File: config.mk
export PLATFORM = sky130hd
export DESIGN_NAME = arb_grant_lock
export DESIGN_NICKNAME = d
export VERILOG_FILES = /design/src/rtl/arb_grant_lock.sv
export SDC_FILE = /design/constraint.sdc
export NUM_CORES = 1
export LEC_CHECK = 0
export CORE_MARGIN = 4
export CORE_UTILIZATION = 26
export DETAILED_ROUTE_END_ITERATION = 16
export GPL_TIMING_DRIVEN = 1
export PLACE_DENSITY = 0.82
export SLEW_MARGIN = 10
export SYNTH_ARGS = -nofsm -noshare
export SYNTH_HDL_FRONTEND = slang
export SYNTH_SLANG_ARGS = --single-unit
export TNS_END_PERCENT = 100
File: constraint.sdc
create_clock -name clk -period 2.2 [get_ports clk]
set_clock_uncertainty 0.05 [all_clocks]
set_input_delay 0.22 -clock clk [delete_from_list [all_inputs] [get_ports clk]]
set_output_delay 0.22 -clock clk [all_outputs]
set_load 0.03 [all_outputs]
File: src/rtl/arb_grant_lock.sv
// arb_grant_lock: burst-lock and data-steering stage that sits behind a fixed-priority
// combinational arbiter. While idle it forwards requester valids to the arbiter and captures
// the winner. It then holds that grant for a whole burst, steering the owner's beats onto one
// valid/ready channel. The lock is released on the owner's last beat, or forcibly after
// MaxBurst beats.
//
// Ports:
//   clk, rst      clock; asynchronous active-high reset
//   req_valid     per-requester beat valid
//   req_data      per-requester payload, requester i at [i*DataWidth +: DataWidth]
//   req_last      per-requester last-beat flag
//   req_ready     per-requester accept (only the owner's bit can be set)
//   arb_request   request vector to the arbiter (zero while locked)
//   arb_grant     one-hot grant from the arbiter
//   arb_select    winner index from the arbiter
//   out_valid     output beat valid
//   out_data      output payload
//   out_last      output last flag (also set on a forced final beat)
//   out_ready     downstream accept
//   owner         index of the locked requester (holds its value in idle)
//   locked        burst in progress
//   beat_count    beats accepted in the current burst
//   err_overlong  sticky flag: a burst was cut at MaxBurst
//   err_clear     synchronous clear of err_overlong
module arb_grant_lock #(
  parameter int unsigned NumRequests = 4,
  parameter int unsigned DataWidth   = 32,
  parameter int unsigned MaxBurst    = 16,
  localparam int unsigned SelWidth   = (NumRequests > 1) ? $clog2(NumRequests) : 1,
  localparam int unsigned CntWidth   = $clog2(MaxBurst + 1)
) (
  input  logic                           clk,
  input  logic                           rst,
  input  logic [NumRequests-1:0]         req_valid,
  input  logic [NumRequests*DataWidth-1:0] req_data,
  input  logic [NumRequests-1:0]         req_last,
  output logic [NumRequests-1:0]         req_ready,
  output logic [NumRequests-1:0]         arb_request,
  input  logic [NumRequests-1:0]         arb_grant,
  input  logic [SelWidth-1:0]            arb_select,
  output logic                           out_valid,
  output logic [DataWidth-1:0]           out_data,
  output logic                           out_last,
  input  logic                           out_ready,
  output logic [SelWidth-1:0]            owner,
  output logic                           locked,
  output logic [CntWidth-1:0]            beat_count,
  output logic                           err_overlong,
  input  logic                           err_clear
);

  typedef enum logic [0:0] {StIdle, StLocked} state_e;

  state_e               state_q;
  logic [SelWidth-1:0]  owner_q;
  logic [CntWidth-1:0]  beat_q;
  logic                 err_q;

  logic                 is_locked;
  logic                 own_valid;
  logic                 own_last;
  logic [DataWidth-1:0] own_data;
  logic                 forced_last;
  logic                 transfer;
  logic                 overlong_evt;
  logic                 grant_ok;

  assign is_locked = (state_q == StLocked);
  assign own_valid = req_valid[owner_q];
  assign own_last  = req_last[owner_q];
  assign own_data  = req_data[32'(owner_q) * DataWidth +: DataWidth];

  assign forced_last  = is_locked && (beat_q == CntWidth'(MaxBurst - 1));
  assign transfer     = is_locked && own_valid && out_ready;
  assign overlong_evt = transfer && forced_last && !own_last;

  // arb_select is only trusted when some grant bit is set; it may float otherwise.
  assign grant_ok = (|arb_grant) && (32'(arb_select) < NumRequests);

  always_comb begin
    // Gate with rst so the request vector is zero during reset even though state is idle.
    arb_request = (!is_locked && !rst) ? req_valid : '0;
    out_valid   = is_locked && own_valid;
    out_data    = is_locked ? own_data : '0;
    out_last    = is_locked && (own_last || forced_last);
    req_ready   = '0;
    if (is_locked) begin
      req_ready[owner_q] = out_ready;
    end
  end

  always_ff @(posedge clk or posedge rst) begin
    if (rst) begin
      state_q <= StIdle;
      owner_q <= '0;
      beat_q  <= '0;
      err_q   <= 1'b0;
    end else begin
      // Set after clear so a simultaneous overlong event wins.
      if (err_clear) begin
        err_q <= 1'b0;
      end
      if (overlong_evt) begin
        err_q <= 1'b1;
      end
      unique case (state_q)
        StIdle: begin
          if (grant_ok) begin
            owner_q <= arb_select;
            state_q <= StLocked;
          end
        end
        StLocked: begin
          if (transfer) begin
            if (own_last || forced_last) begin
              state_q <= StIdle;
              beat_q  <= '0;
            end else begin
              beat_q  <= beat_q + CntWidth'(1);
            end
          end
        end
        default: state_q <= StIdle;
      endcase
    end
  end

  assign owner        = owner_q;
  assign locked       = is_locked;
  assign beat_count   = beat_q;
  assign err_overlong = err_q;

endmodule

==> results.yml, run 1 <==
detailed_routing:
  wl_per_cell_um: 20.5
  drt_iter0_drc: 57
  ant_nets: 0
  drcViolationCount: 0
  first_pass_iters: 4
  vias: 1958
  routed_wl_um: 8260
  viasPerCell: 4.86
worst_hold_path:
  hp-class: "input pin to async pin"
global_route:
  grt_pass1_vias: 2047
  grt_overflow: 0
  grt_max_degree: 27
  grt_use_total: 0.220
  grt_antenna_before_repair: 0
  grt_pass1_wl_um: 12200
logic_synthesis:
  synth_enable_flop_cells: 0
  ys_ff_latch: 9
  syn_area_per_cell_um2: 11.9
  yosysUniqueCellTypes: 25
  yosysWarnings: 0
  ys.flop_type: "dfrtp_1"
  syn_nets: 277
  synthArstFlopShare: 1.00
  syn_area_mm2: 0.00154
  netlist_instances: 129
  synth_seq_area_share: 0.147
clocking:
  cts_buffers: 3
  cts_max_level: 1
  cts_max_path_buffers: 2
  clk_latency_ps: 240
  numClockSinks: 9
  cts_tree: "yes"
  root_buffer: "clkbuf_8"
  cts_hold_repair.buffers: 0
  clk_pin_slew_worst_paths_ps: 50
worst_setup_path:
  cp_data_arrival_time_ps: 1860
  start_kind: "flop"
  path_max_fanout: 6
  cp.required_ps: 1930
  end_kind: "primary output"
  crit_type: "flop to primary output"
timing:
  fmax_ghz: 0.469
  finalHoldViolCount: 0
  worstMarginPinSlew_ps: 362
  drv_slew: 0
  fin_crit_ps: 2130
  relSlewSlack: 0.760
  min_period_over_period: 0.969
  setup_viol: 0
  rsz0062_at_grt: "false"
  fin_ws_ps: 68.8
place:
  gp_congestion: 0.857
  pre_cts_slack_ps: -25.4
  placed_cells: 397
  io_buffers: 196
  hpwl_um: 7240
layout:
  layout_common_cells: "156 x clkdlybuf4s50_1, 39 x and2_1, 34 x mux4_2"
  nets: 480
  final_common_cell: "clkdlybuf4s50_1"
  stdcell_count: 403
  antenna_cells: 0
  fillers: 470
  area_growth_pct: 135
  layout-drive-gt1-share: 0.269
outcome:
  status: "finished, final reports clean"
floorplan:
  rows: 27
  core_area_mm2: 0.00561
  die_area_mm2: 0.00720
  start_util: 0.274
  die_y_um: 84.9
  die_w_um: 84.9
  io-pin-count: 197
power:
  p_leak_nw: 1.42
  p_total_mw: 4.09
  p_per_area_mw_per_mm2: 1130
  vdd_drop_max_mv: 0.853
run:
  drv_cap: 0
==> metal layers <==
layer / vias up / GRT usage / wire length, µm
met4: 0 / 0.0460 / 119
met1: 943 / 0.254 / 3120
li1: 915 / - / -
met5: - / 0 / 0
met3: 9 / 0.0544 / 612
met2: 91 / 0.409 / 4410
==> stage by stage <==
stage	util	cell area (µm²)	TNS [ps]	hold slack (ps)
after floorplan	-	1540	0	-2.15
after global placement	0.652	3650	0	450
after CTS	0.660	3700	-306	260
after detailed placement	0.652	3650	-82.6	469
final	0.645	3610	0	250
after global routing	0.645	3610	0	273
==> final cells by class <==
class                      count  area [µm²]  share of cell area
clock buffer                   4        45.0              0.0125
inverter                       5        18.8             0.00519
multi-input combinational    103        1250               0.345
sequential                     9         226              0.0627
tap                           72        90.1              0.0249
timing repair buffer         210        1990               0.550
==> synthesized netlist by cell type (all sizes together) (2+ instances only) <==
cell / instances / share of area
and2: 39 / 0.16
and3: 3 / 0.012
buf: 5 / 0.015
clkbuf: 7 / 0.017
dfrtp: 9 / 0.15
ha: 2 / 0.016
inv: 5 / 0.012
mux2: 2 / 0.015
mux4: 34 / 0.50
nand2: 2 / 0.0049
nand2b: 2 / 0.0081
nor2: 2 / 0.0049
nor3b: 2 / 0.0098
o2bb2ai: 4 / 0.023
o311ai: 2 / 0.011
==> critical path, cell delays in order (launching register included) <==
cell and delay (ps):
dfrtp_2 430, buf_4 190, mux4_2 490, and2_1 160
dlygate4sd2_1 350
==> logic make-up after synthesis <==
family,synth area share
buffers and inverters,0.0448
AO/OA/AOI/OAI,0.0643
flip-flops,0.147
multiplexers,0.513
adder cells (fa/ha/maj),0.0163
AND/OR/NAND/NOR,0.215
==> state kept, by name (all words and copies together) (netlist names) <==
register and cells:
beat_count 5, owner 2, err_overlong 1, locked 1
==> worst paths after layout <==
path                                from             to  slack (ps)  cells past startpoint
setup / recovery                owner[0]    out_data[7]          70                      4
hold / removal                       rst  beat_count[3]         250                      2
setup reg to reg                owner[0]  beat_count[1]          80                      5
hold reg to reg            beat_count[4]  beat_count[4]         480                      1
max in group asynchronous            rst       owner[0]        1570                      2
min in group clk           beat_count[4]  beat_count[4]         480                      1
==> power breakdown <==
| group | internal, mW | switching [mW] | leakage [nW] |
|---|---|---|---|
| Clock | 0.127 | 0.0782 | 0.0228 |
| Sequential | 0.216 | 0.0669 | 0.114 |
| Combinational | 1.73 | 1.88 | 1.28 |
==> timing repair <==
item                                    in CTS  in global routing
setup buffers                                1                  1
pin swaps                                    0                  0
endpoints found under the setup margin      33                 26
gates resized for setup                     66                 40
No activity file was read; power rests on OpenSTA's default activity.
==> run 2: changes to the inputs <==
CORE_UTILIZATION = 28   (was 26)
PLACE_DENSITY = 0.88   (was 0.82)
clock period = 2.7 ns   (was 2.2 ns; I/O delays follow)
==> run 2 against run 1 <==
  * Utilization up 4.4 points
  * Clock power decreased by 21%
  * Wire length is 2.2% lower
  * Largest power group unchanged
==> results.yml, run 2 (same netlist as run 1, synthesis figures left out) <==
power:
  seq_power_share: 0.092
  p_leak_nw: 1.38
  vdd_drop_max_mv: 0.908
  p_int_mw: 1.76
  p_per_area_mw_per_mm2: 947
  swShare: 0.482
  power.switching_mw: 1.64
  p_comb_frac: 0.860
  clkPwrFrac: 0.048
detailed_routing:
  drt_iter0_drc: 54
  first_pass_iters: 4
  vias: 1948
  wl_per_cell_um: 20.6
  drcViolationCount: 0
  ant_nets: 0
  routed_wl_um: 8080
  viasPerCell: 4.97
layout:
  nets: 471
  layout-drive-gt1-share: 0.255
  final_common_cell: "clkdlybuf4s50_1"
  fillers: 431
  area_growth_pct: 133
  stdcell_count: 392
  largest_reg_flops: 5
  layout_common_cells: "162 x clkdlybuf4s50_1, 39 x and2_1, 35 x buf_4"
  antenna_cells: 0
place:
  hpwl_um: 7020
  placed_cells: 388
  io_buffers: 196
  gp_congestion: 0.856
clocking:
  ctsResizeCount: 0
  numClockSinks: 9
  cts_max_level: 1
  clk_latency_ps: 240
  clk_pin_slew_worst_paths_ps: 50
  cts_buffers: 3
  cts_tree: "yes"
  cts_hold_repair.buffers: 0
  root_buffer: "clkbuf_8"
  cts_setup_buffers: 0
  cts_max_path_buffers: 2
floorplan:
  core_area_mm2: 0.00520
  rows: 26
  io-pin-count: 197
  die_w_um: 82.1
  die_area_mm2: 0.00674
  die_y_um: 82.1
  start_util: 0.295
timing:
  min_period_over_period: 0.900
  rsz0062_at_grt: "false"
  setup_viol: 0
  worstMarginPinSlew_ps: 484
  fin_crit_ps: 2430
  relSlewSlack: 0.678
  setup-tns-final_ps: 0
  drv_slew: 0
  fmax_ghz: 0.411
  finalHoldViolCount: 0
worst_setup_path:
  worstPathCellList: "buf_12 > nor3b_1 > clkdlybuf4s50_1"
  start_kind: "flop"
  path_max_fanout: 26
  regToRegSetupSlack_ps: 510
  slowest_stage: "clkdlybuf4s50_1"
  cp_data_arrival_time_ps: 2110
  end_kind: "primary output"
  crit_type: "flop to primary output"
  cp.required_ps: 2380
  crit_path_max_incr_delay_ps: 700
global_route:
  grt_antenna_before_repair: 0
  grt_overflow: 0
  grt_pass1_wl_um: 11200
  grt_max_degree: 30
  grt_pass1_vias: 1970
  grt_use_total: 0.229
worst_hold_path:
  hp-class: "input pin to async pin"
run:
  drv_cap: 0
outcome:
  status: "finished, final reports clean"
[run 2: cell type report]
type                            instances  area [µm²]  share of cell area
Clock buffer                            3        41.3              0.0115
Clock inverter                          1        5.00             0.00140
Inverter                                5        18.8             0.00523
Multi-Input combinational cell        103        1240               0.346
Sequential cell                         9         226              0.0632
Tap cell                               70        87.6              0.0244
Timing Repair Buffer                  201        1960               0.548
[run 2: through the flow]
step	utilization	worst slack (ps)	cell area [µm²]	power [mW]	hold WS, ps
finish	0.689	269	3590	3.40	288
global route	0.689	102	3590	3.60	320
CTS	0.689	228	3590	3.44	276
detailed placement	0.680	497	3540	3.27	452
global placement	0.680	525	3540	3.22	450
floorplan	-	385	1540	2.11	47.9
[run 2: metal layers]
layer	vias up	track usage	routed length, µm
li1	897	-	-
met1	942	0.242	2880
met2	96	0.443	4330
met3	13	0.0559	696
met4	0	0.0664	172
met5	-	0	0
[run 2: worst max-delay path, delay by kind of cell (launching register included)]
kind	cells	cell delay [ps]
flip-flops	1	670
AND/OR/NAND/NOR	1	210
buffers and inverters	2	980
[run 2: power by group through the flow]
stage,clock network [mW],registers [mW],logic [mW]
after floorplan,0,0.291,1.82
after global placement,0,0.309,2.91
after global routing,0.180,0.331,3.09
final,0.162,0.312,2.92
after detailed placement,0,0.318,2.95
after CTS,0.168,0.316,2.95
[run 2: worst paths after layout]
path                                     from             to  depth (start not counted)
worst max-delay path                 owner[0]   req_ready[1]                          3
worst min-delay path                      rst       owner[1]                          2
worst max register to register       owner[0]  beat_count[3]                          3
worst min register to register  beat_count[4]  beat_count[4]                          1
max in group asynchronous                 rst       owner[0]                          2
min in group clk                beat_count[4]  beat_count[4]                          1
==> run 3: changes to the inputs <==
CORE_ASPECT_RATIO = 2   (was unset)
==> run 3 against run 2 <==
  * Total power is 2.9% lower
  * Sequential cell count stayed put
  * Via count is 0.21% higher
  * Fmax hardly changed
  * Clock power is 3% lower
  * Setup slack better by 1.5 ps
  * Critical endpoint is now out_data[5]
==> results.yml, run 3 (same netlist as run 1, synthesis figures left out) <==
outcome:
  status: "finished, final reports clean"
layout:
  nets: 472
  area_growth_pct: 129
  layout-drive-gt1-share: 0.257
  fillers: 399
  layout_common_cells: "161 x clkdlybuf4s50_1, 41 x buf_4, 39 x and2_1"
  final_common_cell: "clkdlybuf4s50_1"
  fin_util: 0.674
  multi_input_area_mm2: 0.00124
  layout.area.seq_um2: 226
  largest_reg_flops: 5
  antenna_cells: 0
global_route:
  grt_pass1_wl_um: 11200
  grt_use_total: 0.219
  grt_pass1_vias: 2109
  grt_antenna_before_repair: 0
  grt_overflow: 0
  grt_max_degree: 31
worst_setup_path:
  r2r_cells: 3
  crit_type: "flop to primary output"
  crit_path_max_incr_delay_ps: 660
  slowest_stage: "dfrtp_2"
  crit_buf_inv: 2
  worst-path-stages: 4
  cp_data_arrival_time_ps: 2110
  start_kind: "flop"
  cpLargestDelayFamily: "flip-flops"
  end_kind: "primary output"
  path_max_fanout: 17
  worstPathCellList: "buf_4 > mux4_2 > and2_1 > buf_4"
  cp.required_ps: 2380
  path_common_cell: "buf_4"
power:
  vdd_drop_max_mv: 0.755
  p_per_area_mw_per_mm2: 935
  p_leak_nw: 1.37
detailed_routing:
  drcViolationCount: 0
  viasPerCell: 5.12
  ant_nets: 0
  wl_per_cell_um: 20.0
  vias: 1952
  first_pass_iters: 4
  routed_wl_um: 7620
  drt_iter0_drc: 61
timing:
  rsz0062_at_grt: "false"
  min_period_over_period: 0.900
  fin_crit_ps: 2430
  fmax_ghz: 0.412
  fin_ws_ps: 270
  setup_viol: 0
  relSlewSlack: 0.676
  finalHoldViolCount: 0
  drv_slew: 0
  worstMarginPinSlew_ps: 481
  setup-tns-final_ps: 0
clocking:
  clk_latency_ps: 230
  cts_max_path_buffers: 2
  root_buffer: "clkbuf_8"
  ctsResizeCount: 0
  numClockSinks: 9
  clk_pin_slew_worst_paths_ps: 50
  cts_setup_buffers: 0
  cts_hold_repair.buffers: 0
  cts_tree: "yes"
  cts_max_level: 1
  cts_buffers: 3
floorplan:
  die_area_mm2: 0.00681
  io-pin-count: 197
  core_area_mm2: 0.00523
  start_util: 0.294
  die_w_um: 60.4
  rows: 37
  die_y_um: 113
place:
  io_buffers: 196
  hpwl_um: 6490
  gp_congestion: 0.872
  pre_cts_slack_ps: 482
run:
  drv_cap: 0
worst_hold_path:
  hp-class: "input pin to async pin"
[run 3: cell count changes in the layout (fill, tap and decap cells not counted), sizes merged]
cell           previous run  this run
clkbuf                    3         4
clkdlybuf4s50           162       161
buf                      39        41
clkinv                    1         0
[run 3: layer usage]
metal	global-route usage	share of wire	vias to the layer above
li1	-	-	903
met1	0.228	0.34	919
met2	0.416	0.55	122
met3	0.0559	0.10	8
met4	0.0444	0.012	0
met5	0	0	-
[run 3: path summary, 6_finish.rpt]
check                              start       endpoint  slack (ps)
max                             owner[0]    out_data[5]         270
min                                  rst       owner[1]         290
max reg2reg                     owner[0]  beat_count[1]         510
min reg2reg                beat_count[4]  beat_count[4]         470
max in group asynchronous            rst       owner[0]        2020
min in group clk           beat_count[4]  beat_count[4]         470
[run 3: report_power, final]
part	switching [mW]	total [mW]	internal [mW]
logic	1.45	2.85	1.40
registers	0.114	0.289	0.175
clock network	0.0536	0.157	0.103
total	1.62	3.30	1.68
[run 3: area by class of cell]
type / count / area share
repair buffers: 202 / 0.545
multi-input cells: 103 / 0.353
flip-flops and latches: 9 / 0.0643
well taps: 58 / 0.0206
clock buffers: 4 / 0.0128
inverters: 5 / 0.00532
[run 3: stage by stage]
step	power (mW)	hold slack [ps]	cells	instance area, µm²
floorplan	2.11	47.9	129	1540
global placement	3.12	444	377	3480
detailed placement	3.16	461	377	3480
CTS	3.34	300	381	3520
global route	3.49	335	381	3520
finish	3.30	291	381	3520
[run 3: worst register-to-register path: stages (launching register included)]
cell and delay [ps]:
dfrtp_2 660, mux4_2 640, or4b_4 590, o2bb2ai_1 180
